**src/rtl/n64_pkg.sv**
```systemverilog
// Shared types and constants for the N64 controller-bus receiver.
package n64_pkg;

  typedef enum logic [2:0] {
    WAIT_HIGH,
    IDLE,
    CMD_BITS,
    CMD_STOP,
    RSP_WAIT,
    RSP_BITS,
    RSP_STOP
  } state_t;

  localparam int CMD_LEN = 8;
  localparam int RSP_LEN = 32;

  localparam logic [7:0] CMD_GET_STATUS = 8'h01;

  // Larger of two integers, used to size the shared timeout counter.
  function automatic int max_int(input int a, input int b);
    return (a > b) ? a : b;
  endfunction

endpackage

```
**src/rtl/n64_bit_sampler.sv**
```systemverilog
// Line synchronizer, falling-edge detector and bit-cell timer.
// Produces one sample pulse per cell, a stuck-low fault and an idle-high count.
module n64_bit_sampler #(
  parameter int CLKS_PER_QUARTER = 4,
  parameter int SYNC_STAGES      = 2,
  parameter int TMO_W            = 9
) (
  input  logic             clk,
  input  logic             reset,
  input  logic             serial_in,
  output logic             line,
  output logic             fall,
  output logic             bit_valid,
  output logic             bit_val,
  output logic             low_fault,
  output logic [TMO_W-1:0] high_idle_cnt
);

  localparam int CELL_MAX = 4 * CLKS_PER_QUARTER + 1;
  localparam int CNT_W    = $clog2(CELL_MAX + 1);
  localparam logic [CNT_W-1:0] SAT_AT    = CNT_W'(CELL_MAX);
  localparam logic [CNT_W-1:0] SAMPLE_AT = CNT_W'(2 * CLKS_PER_QUARTER);
  localparam logic [CNT_W-1:0] LOW_AT    = CNT_W'(4 * CLKS_PER_QUARTER);

  logic [SYNC_STAGES-1:0] sync_q;
  logic                   line_d;
  logic [CNT_W-1:0]       cell_cnt;

  assign line = sync_q[SYNC_STAGES-1];
  assign fall = line_d & ~line;

  // Synchronizer chain plus one delayed copy for edge detection.
  always_ff @(posedge clk) begin
    if (reset) begin
      sync_q <= '0;
      line_d <= 1'b0;
    end else begin
      sync_q <= {sync_q[SYNC_STAGES-2:0], serial_in};
      line_d <= line;
    end
  end

  // Cell timer: restarts on every falling edge, saturates past the cell end.
  always_ff @(posedge clk) begin
    if (reset) begin
      cell_cnt <= '0;
    end else if (fall) begin
      cell_cnt <= '0;
    end else if (cell_cnt != SAT_AT) begin
      cell_cnt <= cell_cnt + 1'b1;
    end
  end

  // Counts consecutive high cycles; the framer compares it to its timeouts.
  always_ff @(posedge clk) begin
    if (reset || !line) begin
      high_idle_cnt <= '0;
    end else if (high_idle_cnt != '1) begin
      high_idle_cnt <= high_idle_cnt + 1'b1;
    end
  end

  // A low line at the cell end can only mean it never rose: any re-fall
  // would have restarted the timer.
  assign bit_valid = !fall && (cell_cnt == SAMPLE_AT);
  assign bit_val   = line;
  assign low_fault = !fall && !line && (cell_cnt == LOW_AT);

endmodule

```
**src/rtl/n64_frame_rx.sv**
```systemverilog
// N64 bus receiver: frames a command byte and, for a status command, the
// 32-bit controller response. Outputs are registered one-cycle pulses.
// cmd_valid/rsp_valid/frame_err are single-cycle strobes with no
// back-pressure; data outputs hold until the next good frame.
module n64_frame_rx
  import n64_pkg::*;
#(
  parameter int CLKS_PER_QUARTER = 4,
  parameter int SYNC_STAGES      = 2,
  parameter int RSP_TIMEOUT      = 256,
  parameter int BIT_TIMEOUT      = 64
) (
  input  logic        clk,
  input  logic        reset,
  input  logic        serial_in,
  output logic [7:0]  cmd_data,
  output logic        cmd_valid,
  output logic [31:0] rsp_data,
  output logic        rsp_valid,
  output logic        frame_err,
  output logic        busy
);

  localparam int TMO_W = $clog2(max_int(RSP_TIMEOUT, BIT_TIMEOUT) + 1);
  localparam logic [TMO_W-1:0] RSP_TMO = TMO_W'(RSP_TIMEOUT);
  localparam logic [TMO_W-1:0] BIT_TMO = TMO_W'(BIT_TIMEOUT);
  localparam logic [5:0] CMD_LAST = 6'(CMD_LEN - 1);
  localparam logic [5:0] RSP_LAST = 6'(RSP_LEN - 1);

  logic             line, fall, bit_valid, bit_val, low_fault;
  logic [TMO_W-1:0] high_idle_cnt;

  state_t      state, state_next;
  logic [31:0] shift_q, shift_next;
  logic [5:0]  idx_q, idx_next;
  logic        cmd_load, rsp_load, err_set;
  logic        bit_tmo;

  n64_bit_sampler #(
    .CLKS_PER_QUARTER(CLKS_PER_QUARTER),
    .SYNC_STAGES     (SYNC_STAGES),
    .TMO_W           (TMO_W)
  ) u_sampler (
    .clk          (clk),
    .reset        (reset),
    .serial_in    (serial_in),
    .line         (line),
    .fall         (fall),
    .bit_valid    (bit_valid),
    .bit_val      (bit_val),
    .low_fault    (low_fault),
    .high_idle_cnt(high_idle_cnt)
  );

  // An edge in the same cycle as expiry wins over the timeout.
  assign bit_tmo = !fall && (high_idle_cnt > BIT_TMO);

  // WAIT_HIGH is a recovery state, so busy stays low there as in IDLE.
  assign busy = (state != IDLE) && (state != WAIT_HIGH);

  // Framing FSM: next state, shift/index updates and event strobes.
  always_comb begin
    state_next = state;
    shift_next = shift_q;
    idx_next   = idx_q;
    cmd_load   = 1'b0;
    rsp_load   = 1'b0;
    err_set    = 1'b0;
    case (state)
      WAIT_HIGH: if (line) state_next = IDLE;
      IDLE: begin
        shift_next = '0;
        idx_next   = '0;
        if (fall) state_next = CMD_BITS;
      end
      CMD_BITS, RSP_BITS: begin
        if (low_fault) begin
          err_set    = 1'b1;
          state_next = WAIT_HIGH;
        end else if (bit_valid) begin
          shift_next = {shift_q[30:0], bit_val};
          idx_next   = idx_q + 6'd1;
          if (state == CMD_BITS && idx_q == CMD_LAST) state_next = CMD_STOP;
          if (state == RSP_BITS && idx_q == RSP_LAST) state_next = RSP_STOP;
        end else if (bit_tmo) begin
          err_set    = 1'b1;
          state_next = IDLE;
        end
      end
      CMD_STOP, RSP_STOP: begin
        if (low_fault) begin
          err_set    = 1'b1;
          state_next = WAIT_HIGH;
        end else if (bit_valid) begin
          if (!bit_val) begin
            err_set    = 1'b1;
            state_next = IDLE;
          end else if (state == CMD_STOP) begin
            cmd_load   = 1'b1;
            state_next = (shift_q[7:0] == CMD_GET_STATUS) ? RSP_WAIT : IDLE;
          end else begin
            rsp_load   = 1'b1;
            state_next = IDLE;
          end
        end else if (bit_tmo) begin
          err_set    = 1'b1;
          state_next = IDLE;
        end
      end
      RSP_WAIT: begin
        shift_next = '0;
        idx_next   = '0;
        if (fall) begin
          state_next = RSP_BITS;
        end else if (high_idle_cnt >= RSP_TMO) begin
          err_set    = 1'b1;
          state_next = IDLE;
        end
      end
      default: state_next = WAIT_HIGH;
    endcase
  end

  // State, shift register and registered outputs.
  always_ff @(posedge clk) begin
    if (reset) begin
      state     <= WAIT_HIGH;
      shift_q   <= '0;
      idx_q     <= '0;
      cmd_data  <= '0;
      rsp_data  <= '0;
      cmd_valid <= 1'b0;
      rsp_valid <= 1'b0;
      frame_err <= 1'b0;
    end else begin
      state     <= state_next;
      shift_q   <= shift_next;
      idx_q     <= idx_next;
      cmd_valid <= cmd_load;
      rsp_valid <= rsp_load;
      frame_err <= err_set;
      if (cmd_load) cmd_data <= shift_q[7:0];
      if (rsp_load) rsp_data <= shift_q;
    end
  end

endmodule

```
**config.mk**
```make
export PLATFORM = sky130hd
export DESIGN_NAME = n64_frame_rx
export DESIGN_NICKNAME = d
export VERILOG_FILES = /design/src/rtl/n64_pkg.sv /design/src/rtl/n64_bit_sampler.sv /design/src/rtl/n64_frame_rx.sv
export SDC_FILE = /design/constraint.sdc
export NUM_CORES = 1
export LEC_CHECK = 0
export ABC_AREA = 1
export ABC_CLOCK_PERIOD_IN_PS = 1520
export BUFFER_PORTS_ARGS = -buffer_cell sky130_fd_sc_hd__buf_2
export CAP_MARGIN = 0
export CORE_MARGIN = 1
export CORE_UTILIZATION = 52
export CTS_CLUSTER_SIZE = 10
export DETAILED_ROUTE_END_ITERATION = 16
export PLACE_DENSITY = 0.86
export SYNTH_ARGS = -nofsm -noshare
export SYNTH_HDL_FRONTEND = slang
export SYNTH_SLANG_ARGS = --single-unit
```
**constraint.sdc**
```tcl
create_clock -name clk -period 1.52 [get_ports clk]
set_input_delay 0.304 -clock clk [delete_from_list [all_inputs] [get_ports clk]]
set_output_delay 0.304 -clock clk [all_outputs]
set_load 0.02 [all_outputs]
```
==> results.toml, run 1 <==
[outcome]
outcome = "finished with violations"
violations = "negative setup slack"

[cells_and_area]
layout_common_cells = "dfxtp_1, nand2_1, nor2_1"
multi_input_area_um2 = 2380
diodes = 0
final_area_um2 = 5870
n_fill_cell = 391
syn_to_final_growth_pct = 44.3
final_common_cell = "dfxtp_1"
final_cells = 734
seqCellArea_um2 = 2040
nets = 640
drive_above_1_share_pct = 43.6

[placed_design]
port_buffers = 46
place.detailed.hpwl_mm = 6.01
gp_congestion = 0.889
dp.cells = 691
placed_area_um2 = 4690

[clocking]
tritoncts = "done"
cts_root_buffer = "clkbuf_8"
insertion_delay_ns = 0.38
cts_made_buffers = 9
h-tree-depth = 3
path_clk_slew_ns = 0.11
clock-sinks = 101
clockBufferDepth = 2

[routing]
drt_iter0_drc = 400
vias = 4315
post_drt_via_cell_ratio = 5.88
dr.pass1.iters = 5
drt-total-wl_mm = 13.2
antenna_left = 0
avgRoutedWirePerCell_um = 18.0
drc = 0

[critical_path]
crit_arrival_ns = 2.05
rrSetupSlack_ns = -0.24
critPathKind = "register to register"
cp_top_family = "simple AND/OR/NAND/NOR gates"
path_max_fanout = 7
path_buf_inv = 2
rr_worst_depth = 8
slowest_stage = "dfxtp_2"
worstReg2RegStart = "u_sampler.cell_cnt[1]$_SDFFE_PP0P_"
cp_cell_sequence = "inv_2 -> ha_4 -> nand2_4 -> nand3b_1 -> nor3_4 -> buf_12 -> nor2_1 -> a211oi_1"
max_stage_delay_ns = 0.33
end_kind = "register"
required_ns = 1.81
timing.rr.end = "cmd_data[1]$_SDFFE_PP0P_"
critPathLaunchType = "register"
worst-path-stages = 8

[sta]
finalSetupTns_ns = -5.88
fin_skew_ns = 0.0152
min_period_ns = 1.76
tightestPinTransition_ns = 0.408
clock.fmax_mhz = 567
maxSlewHeadroom_pct = 72.8
whs_ns = 0.127
final.period_utilization_pct = 116
slew_viol_final = 0
rsz0062_at_grt = "true"
setup_viol = 79
setup_slack_ns = -0.245
hold_violations = 0

[synthesis]
yosysWarnings = 0
synthFlopType = "dfxtp_1"
syn_area_per_cell_um2 = 7.66
synth_edf_count = 0
synth_area_um2 = 4070
synthArstFlopShare_pct = 0
ys_seq_area_share_pct = 49.7
ys_seq_elements = 101
synth_nets = 541
ys_types = 36
syn_inst = 531

[global_route]
grt_pass1_vias = 3501
grt_overflow = 0
grt_usage_pct = 22.1
grt_max_degree = 40
antenna_found_initial = 0
grt_first_pass_wirelength_mm = 14.8

[die]
die_w_um = 90.5
io_pins = 47
die_area_um2 = 8180
core_area_um2 = 7410
die_y_um = 90.5
initial_core_util_pct = 54.9
rows = 31

[power]
p_leak_uw = 0.00255
p_per_area_nw_per_um2 = 945
peakVddDrop_mv = 0.659

[hold_path]
hp-start = "serial_in"
hold_depth = 3
min_to = "u_sampler.sync_q[0]$_SDFF_PP0_"
hold_class = "input pin to register"

[job]
cap_viol_max_count = 0
-- report_power, final --
group / internal [uW] / switching, uW / leakage (uW)
logic: 479 / 664 / 0.00164
registers: 2680 / 42.3 / 0.000820
clock network: 639 / 1050 / 0.0000993
total: 3800 / 1750 / 0.00255
-- logic make-up (layout without fill, tap and decap cells) --
family	Yosys count	after routing	share of synthesized area (%)
XOR/XNOR	2	2	0.431
buffers and inverters	62	166	6.76
flip-flops	101	101	49.7
AO/OA/AOI/OAI	115	115	15.0
AND/OR/NAND/NOR	244	244	26.0
adder cells (fa/ha/maj)	7	7	2.15
-- cell usage after synthesis (3+ instances only) --
cell	instances	area share, %
o21ai_0	48	5.9
o32ai_1	3	0.65
nand2_1	111	10
buf_2	5	0.61
a211oi_1	7	1.3
nand3_1	18	2.2
buf_4	3	0.55
a21oi_1	54	6.6
dfxtp_1	101	50
nor3_1	7	0.86
inv_1	37	3.4
ha_1	7	2.2
buf_6	3	0.83
clkbuf_1	9	0.83
nor2_1	91	8.4
-- registers in the layout, indices dropped and copies added, names as in the netlist, 2 cells and up --
register and cells:
u_sampler.high_idle_cnt 9, idx_q 6, rsp_data 32, u_sampler.cell_cnt 5
cmd_data 8, shift_q 32, state 3, u_sampler.sync_q 2
-- tightest hold or removal path: cells and delay by family --
| family | cells | cell delay, ns |
|---|---|---|
| AND/OR/NAND/NOR | 1 | 0.06 |
| buffers and inverters | 2 | 0.11 |
-- worst max path at each step --
stage | from | end
2_1_floorplan | u_sampler.cell_cnt[1]$_SDFFE_PP0P_ | cmd_data[5]$_SDFFE_PP0P_
5_1_grt | u_sampler.cell_cnt[1]$_SDFFE_PP0P_ | cmd_data[1]$_SDFFE_PP0P_
6_report | u_sampler.cell_cnt[1]$_SDFFE_PP0P_ | cmd_data[1]$_SDFFE_PP0P_
4_1_cts | u_sampler.cell_cnt[1]$_SDFFE_PP0P_ | cmd_data[6]$_SDFFE_PP0P_
3_3_place_gp | u_sampler.cell_cnt[1]$_SDFFE_PP0P_ | cmd_data[5]$_SDFFE_PP0P_
3_5_place_dp | u_sampler.cell_cnt[1]$_SDFFE_PP0P_ | cmd_data[6]$_SDFFE_PP0P_
-- final cells by class --
type,instances,area share (%)
clock inverters,7,1.15
repair buffers,110,16.3
multi-input cells,368,40.5
well taps,99,2.11
flip-flops and latches,101,34.8
inverters,40,2.96
clock buffers,9,2.11
-- metrics by stage --
stage          utilization, %  setup slack (ns)  power [uW]
6_report                 79.3            -0.245        5550
5_1_grt                  79.3            -0.287        5730
4_1_cts                  67.3            -0.104        5090
3_5_place_dp             63.3            -0.154        3450
3_3_place_gp             63.3           -0.0833        3450
2_1_floorplan               -            -0.107        3220
-- metal layers --
layer	up-vias	wire (um)	GRT usage [%]
met4	0	684	10.5
li1	1932	-	-
met1	2038	5010	24.8
met5	-	0	0
met3	83	884	4.71
met2	262	6600	39.6
-- timing repair --
| item | 4_1_cts | 5_1_grt |
|---|---|---|
| hold buffers | 0 | 0 |
| pin swaps | 8 | 67 |
| buffers inserted | 3 | 14 |
| setup endpoints to repair | 37 | 51 |
| gates cloned | 0 | 11 |
| resized for setup | 33 | 189 |
Power figures use the tool's default switching activity.
==> inputs of run 2 (changes only) <==
--- a/config.mk
+++ b/config.mk
@@ -6,14 +6,14 @@
 export NUM_CORES = 1
 export LEC_CHECK = 0
 export ABC_AREA = 1
-export ABC_CLOCK_PERIOD_IN_PS = 1520
+export ABC_CLOCK_PERIOD_IN_PS = 2200
 export BUFFER_PORTS_ARGS = -buffer_cell sky130_fd_sc_hd__buf_2
 export CAP_MARGIN = 0
 export CORE_MARGIN = 1
-export CORE_UTILIZATION = 52
+export CORE_UTILIZATION = 55
 export CTS_CLUSTER_SIZE = 10
 export DETAILED_ROUTE_END_ITERATION = 16
-export PLACE_DENSITY = 0.86
+export PLACE_DENSITY = 0.87
 export SYNTH_ARGS = -nofsm -noshare
 export SYNTH_HDL_FRONTEND = slang
 export SYNTH_SLANG_ARGS = --single-unit
==> constraint.sdc (replaced) <==
create_clock -name clk -period 2.2 [get_ports clk]
set_input_delay 0.44 -clock clk [delete_from_list [all_inputs] [get_ports clk]]
set_output_delay 0.44 -clock clk [all_outputs]
set_load 0.02 [all_outputs]
==> results.toml, run 2 (same netlist as run 1, synthesis figures left out) <==
[power]
p_per_area_nw_per_um2 = 740
p_leak_uw = 0.00186
peakVddDrop_mv = 0.468

[cells_and_area]
drive_above_1_share_pct = 14.2
final_common_cell = "nand2_1"
syn_to_final_growth_pct = 11.4
final_cells = 672
nets = 581
diodes = 0
layout_common_cells = "nand2_1, dfxtp_1, nor2_1"
top_regs = "rsp_data (32), shift_q (32), u_sampler.high_idle_cnt (9)"

[placed_design]
place.detailed.hpwl_mm = 5.44
gp_congestion = 0.871
dp.cells = 656
port_buffers = 46

[critical_path]
critPathLaunchType = "register"
crit_arrival_ns = 2.30
end_kind = "register"
critPathKind = "register to register"
rr_worst_depth = 7
required_ns = 2.49
path_max_fanout = 15

[routing]
drc = 0
antenna_left = 0
drt_iter0_drc = 238
avgRoutedWirePerCell_um = 11.8
post_drt_via_cell_ratio = 5.27
vias = 3543
dr.pass1.iters = 5
drt-total-wl_mm = 7.93

[global_route]
grt_pass1_vias = 3158
grt_max_degree = 48
antenna_found_initial = 0
grt_usage_pct = 21.8
grt_first_pass_wirelength_mm = 13.3
grt_overflow = 0

[sta]
fin_skew_ns = 0.0118
finalSetupTns_ns = 0
maxSlewHeadroom_pct = 34.8
hold_violations = 0
clock.fmax_mhz = 497
min_period_ns = 2.01
slew_viol_final = 0
setup_viol = 0
final.period_utilization_pct = 91.4
tightestPinTransition_ns = 0.977
rsz0062_at_grt = "false"

[clocking]
tritoncts = "done"
cts_hold_buf = 0
postCtsSetupBuffers = 0
post_cts_resized = 0
cts_root_buffer = "clkbuf_8"
insertion_delay_ns = 0.37
cts_made_buffers = 9
clockBufferDepth = 2
path_clk_slew_ns = 0.10
clock-sinks = 101
h-tree-depth = 3

[outcome]
outcome = "finished clean"

[hold_path]
hold_depth = 3
hold_class = "input pin to register"

[die]
io_pins = 47
die_area_um2 = 7750
core_area_um2 = 6980
initial_core_util_pct = 58.3
die_y_um = 88.0
rows = 30
die_w_um = 88.0

[job]
cap_viol_max_count = 0
run 2: worst max-delay path, cell delays in order, from the launching register on:
cell and delay, ns:
dfxtp_1 0.36, inv_1 0.09, ha_1 0.19, nand2_1 0.16, nand3b_1 0.35, nor3_4 0.47, nor2_1 0.10, a211oi_1 0.20
run 2: stage by stage:
step / setup WS (ns) / cell area, um^2 / util [%] / hold WS, ns / power (uW)
CTS: 0.168 / 4530 / 64.9 / 0.263 / 3380
floorplan: 0.512 / 4070 / - / 0.388 / 2220
global placement: 0.368 / 4350 / 62.3 / 0.395 / 2280
finish: 0.189 / 4530 / 64.9 / 0.269 / 3360
detailed placement: 0.200 / 4350 / 62.3 / 0.396 / 2280
global route: 0.00741 / 4530 / 64.9 / 0.285 / 3520
run 2: final timing paths:
path / startpoint / end / slack, ns
max: u_sampler.cell_cnt[0]$_SDFFE_PP0P_ / cmd_data[0]$_SDFFE_PP0P_ / 0.19
min: serial_in / u_sampler.sync_q[0]$_SDFF_PP0_ / 0.27
max reg2reg: u_sampler.cell_cnt[0]$_SDFFE_PP0P_ / cmd_data[0]$_SDFFE_PP0P_ / 0.19
min reg2reg: u_sampler.sync_q[0]$_SDFF_PP0_ / u_sampler.sync_q[1]$_SDFF_PP0_ / 0.41
run 2: final cells by class:
type | instances | area, um^2
fill | 626 | 2450
sequential | 101 | 2020
multi-input combinational | 368 | 1770
timing repair buffer | 51 | 280
inverter | 40 | 153
clock buffer | 9 | 124
tap | 96 | 120
clock inverter | 7 | 63.8
run 2: per-layer routing:
metal  global-route usage [%]  vias up  wire (um)
met5                        0        -          0
met4                     10.9        0        182
met3                     2.83       21        294
met2                     39.9       88       4030
met1                     25.0     1630       3420
li1                         -     1804          -
run 2: power by group:
| part | switching, uW | internal (uW) |
|---|---|---|
| Sequential | 28.3 | 1850 |
| Combinational | 275 | 99.6 |
| Clock | 669 | 438 |
| Total | 972 | 2380 |
